### config.mk
export PLATFORM = sky130hd
export DESIGN_NAME = multiword_add_sequencer_flat
export DESIGN_NICKNAME = d
export VERILOG_FILES = /design/src/rtl/multiword_add_pkg.sv /design/src/rtl/multiword_add_sequencer_if.sv /design/src/rtl/parameterized_full_adder.sv /design/src/rtl/multiword_add_sequencer.sv /design/src/flat_wrapper.sv
export SDC_FILE = /design/constraint.sdc
export NUM_CORES = 1
export LEC_CHECK = 0
export CAP_MARGIN = 0
export CELL_PAD_IN_SITES_DETAIL_PLACEMENT = 1
export CELL_PAD_IN_SITES_GLOBAL_PLACEMENT = 1
export CORE_MARGIN = 4
export CORE_UTILIZATION = 37
export CTS_CLUSTER_DIAMETER = 150
export DETAILED_ROUTE_END_ITERATION = 16
export PLACE_DENSITY = 0.87
export SYNTH_ARGS = -nofsm -noshare
export SYNTH_HDL_FRONTEND = slang
export SYNTH_SLANG_ARGS = --single-unit
### constraint.sdc
create_clock -name clk -period 3.3 [get_ports clk]
set_input_delay 0.495 -clock clk [delete_from_list [all_inputs] [get_ports clk]]
set_output_delay 0.495 -clock clk [all_outputs]
set_load 0.02 [all_outputs]
### src/rtl/multiword_add_pkg.sv
// Shared definitions for the multi-word sequential adder.
//   state_e   : FSM encodings (IDLE, RUN, DONE)
//   idx_width : width of the slice index register, never below 1 bit
package multiword_add_pkg;

  typedef enum logic [1:0] {
    IDLE = 2'd0,
    RUN  = 2'd1,
    DONE = 2'd2
  } state_e;

  // A single-slice configuration still keeps a 1-bit index register.
  function automatic int idx_width(input int n);
    return (n <= 1) ? 1 : $clog2(n);
  endfunction

endpackage

### src/rtl/multiword_add_sequencer_if.sv
// Operand/result handshake bundle for multiword_add_sequencer.
//   in_valid/in_ready   : operand-set handshake (in_a, in_b, in_cin)
//   out_valid/out_ready : result handshake (out_sum, out_cout, out_ovf)
// Modports: master = producer/consumer side, slave = the adder block.
interface multiword_add_sequencer_if #(
  parameter int CHUNK_W    = 8,
  parameter int NUM_CHUNKS = 4
);
  localparam int OPW = CHUNK_W * NUM_CHUNKS;

  logic           in_valid;
  logic           in_ready;
  logic [OPW-1:0] in_a;
  logic [OPW-1:0] in_b;
  logic           in_cin;
  logic           out_valid;
  logic           out_ready;
  logic [OPW-1:0] out_sum;
  logic           out_cout;
  logic           out_ovf;

  modport master (
    output in_valid, in_a, in_b, in_cin, out_ready,
    input  in_ready, out_valid, out_sum, out_cout, out_ovf
  );

  modport slave (
    input  in_valid, in_a, in_b, in_cin, out_ready,
    output in_ready, out_valid, out_sum, out_cout, out_ovf
  );
endinterface

### src/rtl/parameterized_full_adder.sv
// Combinational WIDTH-bit adder with carry in and carry out.
//   a_i, b_i : addends
//   cin_i    : carry in
//   sum_o    : sum modulo 2^WIDTH
//   cout_o   : carry out of the top bit
module parameterized_full_adder #(
  parameter int WIDTH = 8
) (
  input  logic [WIDTH-1:0] a_i,
  input  logic [WIDTH-1:0] b_i,
  input  logic             cin_i,
  output logic [WIDTH-1:0] sum_o,
  output logic             cout_o
);

  assign {cout_o, sum_o} = {1'b0, a_i} + {1'b0, b_i} + {{WIDTH{1'b0}}, cin_i};

endmodule

### src/rtl/multiword_add_sequencer.sv
// Wide-operand adder that walks one CHUNK_W slice per cycle, least
// significant first, through a single CHUNK_W adder and keeps the carry
// in a register between slices.
//   clk   : rising-edge clock
//   rst_n : asynchronous active-low reset
//   bus   : slave side of multiword_add_sequencer_if (operands in,
//           sum/carry/overflow out, valid/ready on both sides)
module multiword_add_sequencer
  import multiword_add_pkg::*;
#(
  parameter int CHUNK_W    = 8,
  parameter int NUM_CHUNKS = 4
) (
  input  logic                      clk,
  input  logic                      rst_n,
  multiword_add_sequencer_if.slave  bus
);

  localparam int OPW   = CHUNK_W * NUM_CHUNKS;
  localparam int IDX_W = idx_width(NUM_CHUNKS);
  localparam logic [IDX_W-1:0] LAST_IDX = IDX_W'(NUM_CHUNKS - 1);

  state_e             state_q;
  logic [OPW-1:0]     a_q;
  logic [OPW-1:0]     b_q;
  logic [OPW-1:0]     sum_q;
  logic               carry_q;
  logic [IDX_W-1:0]   idx_q;

  int                 sel;
  logic [CHUNK_W-1:0] a_slice;
  logic [CHUNK_W-1:0] b_slice;
  logic [CHUNK_W-1:0] add_sum;
  logic               add_cout;

  // Slice mux: idx_q picks the CHUNK_W window fed to the shared adder.
  always_comb begin
    sel     = int'(idx_q) * CHUNK_W;
    a_slice = a_q[sel +: CHUNK_W];
    b_slice = b_q[sel +: CHUNK_W];
  end

  parameterized_full_adder #(
    .WIDTH (CHUNK_W)
  ) u_adder (
    .a_i    (a_slice),
    .b_i    (b_slice),
    .cin_i  (carry_q),
    .sum_o  (add_sum),
    .cout_o (add_cout)
  );

  always_ff @(posedge clk or negedge rst_n) begin
    if (!rst_n) begin
      state_q <= IDLE;
      a_q     <= '0;
      b_q     <= '0;
      sum_q   <= '0;
      carry_q <= 1'b0;
      idx_q   <= '0;
    end else begin
      case (state_q)
        IDLE: begin
          // in_ready is high whenever we sit in IDLE out of reset.
          if (bus.in_valid) begin
            a_q     <= bus.in_a;
            b_q     <= bus.in_b;
            carry_q <= bus.in_cin;
            idx_q   <= '0;
            state_q <= RUN;
          end
        end
        RUN: begin
          sum_q[sel +: CHUNK_W] <= add_sum;
          carry_q               <= add_cout;
          // idx stays on the top slice so DONE never indexes past OPW.
          if (idx_q == LAST_IDX) begin
            state_q <= DONE;
          end else begin
            idx_q <= idx_q + IDX_W'(1);
          end
        end
        DONE: begin
          if (bus.out_ready) begin
            state_q <= IDLE;
          end
        end
        default: state_q <= IDLE;
      endcase
    end
  end

  assign bus.in_ready  = rst_n && (state_q == IDLE);
  assign bus.out_valid = (state_q == DONE);
  assign bus.out_sum   = sum_q;
  assign bus.out_cout  = carry_q;
  // Signed overflow: like-signed operands producing an opposite-signed sum.
  assign bus.out_ovf   = (a_q[OPW-1] == b_q[OPW-1]) && (sum_q[OPW-1] != a_q[OPW-1]);

endmodule

### src/flat_wrapper.sv
// flat-port wrapper written by rule: the top's interface ports become plain ports
module multiword_add_sequencer_flat import multiword_add_pkg::*;
#(
  parameter int CHUNK_W    = 8,
  parameter int NUM_CHUNKS = 4
)
  (clk, rst_n, bus_in_valid, bus_in_a, bus_in_b, bus_in_cin, bus_out_ready, bus_in_ready, bus_out_valid, bus_out_sum, bus_out_cout, bus_out_ovf);
  multiword_add_sequencer_if #(.CHUNK_W(CHUNK_W), .NUM_CHUNKS(NUM_CHUNKS)) bus_i ();
  input  logic clk;
  input  logic rst_n;
  input wire logic [$bits(bus_i.in_valid)-1:0] bus_in_valid;
  input wire logic [$bits(bus_i.in_a)-1:0] bus_in_a;
  input wire logic [$bits(bus_i.in_b)-1:0] bus_in_b;
  input wire logic [$bits(bus_i.in_cin)-1:0] bus_in_cin;
  input wire logic [$bits(bus_i.out_ready)-1:0] bus_out_ready;
  output wire logic [$bits(bus_i.in_ready)-1:0] bus_in_ready;
  output wire logic [$bits(bus_i.out_valid)-1:0] bus_out_valid;
  output wire logic [$bits(bus_i.out_sum)-1:0] bus_out_sum;
  output wire logic [$bits(bus_i.out_cout)-1:0] bus_out_cout;
  output wire logic [$bits(bus_i.out_ovf)-1:0] bus_out_ovf;
  assign bus_i.in_valid = bus_in_valid;
  assign bus_i.in_a = bus_in_a;
  assign bus_i.in_b = bus_in_b;
  assign bus_i.in_cin = bus_in_cin;
  assign bus_i.out_ready = bus_out_ready;
  assign bus_in_ready = bus_i.in_ready;
  assign bus_out_valid = bus_i.out_valid;
  assign bus_out_sum = bus_i.out_sum;
  assign bus_out_cout = bus_i.out_cout;
  assign bus_out_ovf = bus_i.out_ovf;
  multiword_add_sequencer #(.CHUNK_W(CHUNK_W), .NUM_CHUNKS(NUM_CHUNKS)) u_core (.clk(clk), .rst_n(rst_n), .bus(bus_i));
endmodule
==> results.json <==
{
  "status": "finished clean",
  "ys_seq_area_frac": 0.5488,
  "port_buffers": 104,
  "grt_max_degree": 65,
  "fin_nets": 496,
  "cts_root_buffer": "clkbuf_16",
  "synth_seq_cells": 101,
  "setup_ws_ns": 0.3211,
  "final_layout_size_suffix_gt1_frac": 0.2675,
  "leakage_nw": 2.567,
  "drt_iter0_markers": 181,
  "antenna_found_initial": 0,
  "crit_required_ns": 3.58,
  "first_pass_iters": 4,
  "ant_nets": 0,
  "grt.overflow.total": 0,
  "dp.cells": 569,
  "clk_latency_ns": 0.34,
  "hold_viol": 0,
  "finalWeightedCongestion": 0.7683,
  "floorplan.initialDensity": 0.3803,
  "clkTransAtPathRegs_ns": 0.07,
  "diodes": 0,
  "slew_headroom": 0.5148,
  "hp-class": "input pin to asynchronous set/reset pin",
  "total_power_mw": 7.066,
  "synthToLayoutAreaGrowth_pct": 33.93,
  "dieArea_um2": 14300,
  "synth_top_area_share": 0.5488,
  "cts_buffers": 9,
  "cap_violations": 0,
  "wirelength_mm": 11.75,
  "pre_cts_slack_ns": 0.4347,
  "cts_buffer_depth": 2,
  "clkPwrFrac": 0.161,
  "async_flop_share": 1.000,
  "yosys-top-cells-count": "101 x dfrtp_1, 64 x mux2_2, 33 x a22o_1",
  "num_rows": 40,
  "pwr-share-comb": 0.532,
  "cp-start-kind": "register",
  "clock_sinks": 101,
  "grt_util_all_layers": 0.1700,
  "ys_dominant_reg_cell": "dfrtp_1",
  "p_sw_frac": 0.4010,
  "synth_nets": 386,
  "tns_ns": 0,
  "wire_per_inst_um": 20.15,
  "yosysUniqueCellTypes": 38,
  "r2r_slack_ns": 0.32,
  "worstSetupPathType": "register to register",
  "worstPathArrival_ns": 3.26,
  "design.portCount": 105,
  "cts_tree": "yes",
  "power.switching_mw": 2.834,
  "num_vias": 3006,
  "final_core_util": 0.5093,
  "grt_pass1_vias": 3453,
  "place_hpwl_mm": 8.517,
  "syn-instance-count": 302,
  "yosysTopAreaCell": "dfrtp_1",
  "skew_ns": 0.008186,
  "core_area_um2": 12110,
  "p_int_mw": 4.232,
  "slew_violations": 0,
  "cts_hold_buf": 0,
  "die_height_um": 119.6,
  "post-route-min-period_ns": 2.979,
  "syn_area_um2": 4606,
  "grt_pass1_wl_mm": 18.92,
  "yosys_warnings": 0,
  "synth-edff-count": 0,
  "cts_setup_buffers": 0,
  "fmax_ghz": 0.3357,
  "drc": 0,
  "h-tree-depth": 3,
  "cp_max_fo": 4,
  "rsz0062_at_grt": "no",
  "synth_most_common_cell": "dfrtp_1",
  "avgViaCountPerCell": 5.156,
  "worst_pin_slew_ns": 0.7278,
  "instances_no_fill": 583,
  "p_per_area_nw_per_um2": 1145,
  "synthTopCellsByArea": "dfrtp_1 55%, mux2_2 16%, mux4_2 7.8%",
  "cp-end-kind": "register",
  "cts.repair.resized": 0,
  "peakVddDrop_mv": 0.5052,
  "period_share": 0.9027,
  "finalSetupViolCount": 0,
  "pwr-share-seq": 0.307,
  "fp.dieW_um": 119.6,
  "syn_avg_cell_area_um2": 15.25
}
[flip-flops by register name, summed over array words and instances, names as in the netlist]
signal / cells
u_core.b_q: 32
u_core.state_q: 2
u_core.a_q: 32
u_core.bus.out_cout: 1
u_core.idx_q: 2
u_core.bus.out_sum: 32
[power groups by stage]
stage | sequential, mW | clock, mW | combinational [mW]
after floorplan | 2.23 | 0 | 2.45
after global placement | 2.15 | 0 | 3.60
after detailed placement | 2.19 | 0 | 3.76
after CTS | 2.18 | 1.17 | 3.80
after global routing | 2.25 | 1.21 | 4.09
final | 2.17 | 1.14 | 3.76
[metal layers]
layer  vias to the layer above  GRT usage  wire length (um)
met5                         -          0                 0
met4                         0    0.05512               227
met3                        20    0.04618               610
met2                        84     0.2934              5979
met1                      1544     0.2070              4932
li1                       1358          -                 -
[through the flow]
stage	hold slack, ns	instance area, um^2
after floorplan	0.1994	4606
after global placement	0.4844	5858
after detailed placement	0.4918	5858
after CTS	0.2517	6168
after global routing	0.2887	6168
final	0.2344	6168
[final timing paths]
check                                 from                endpoint  cells past startpoint
max                        u_core.idx_q[0]  u_core.bus.out_sum[22]                      8
min                                  rst_n       u_core.state_q[1]                      2
max reg2reg                u_core.idx_q[0]  u_core.bus.out_sum[22]                      8
min reg2reg                 u_core.b_q[17]          u_core.b_q[17]                      1
max in group asynchronous            rst_n          u_core.b_q[31]                      3
min in group clk            u_core.b_q[17]          u_core.b_q[17]                      1
[cell families (layout without fill, tap and decap cells)]
kind of cell	count (synthesis)	count (layout)	synth area share
fa+ha+maj	15	15	0.04401
xor+xnor	4	4	0.007608
buf+inv	19	132	0.02010
compound gates	54	54	0.09128
simple gates	29	29	0.05352
mux	80	80	0.2347
flops	101	101	0.5488
[final cells by class]
cell class,count,area (um^2)
clock buffers,9,225.2
well taps,168,210.2
inverters,7,26.28
repair buffers,111,1104
clock inverters,5,85.08
flip-flops and latches,101,2527
multi-input cells,182,1991
fillers,1217,5943
[worst max-delay path, cell delays in order (launching register included)]
cell	delay (ns)
dfrtp_1	0.42
mux4_2	0.54
fa_1	0.47
fa_1	0.43
a21oi_1	0.22
o22ai_1	0.12
o21a_1	0.20
nor2_1	0.32
a22o_1	0.20
[layout by cell type, fill, tap and decap left out, types with 3 or more instances in the layout]
cell type,count
ha_1,13
buf_4,7
a21oi_1,5
nor4b_4,3
dfrtp_1,101
inv_1,7
o211ai_1,3
clkdlybuf4s50_1,103
nand2_4,3
nand3_1,3
mux2_2,64
o21ai_0,5
mux4_2,16
clkbuf_16,9
a22o_1,33
nand2b_1,3
nand2_1,6
(Power assumes the default switching activity.)
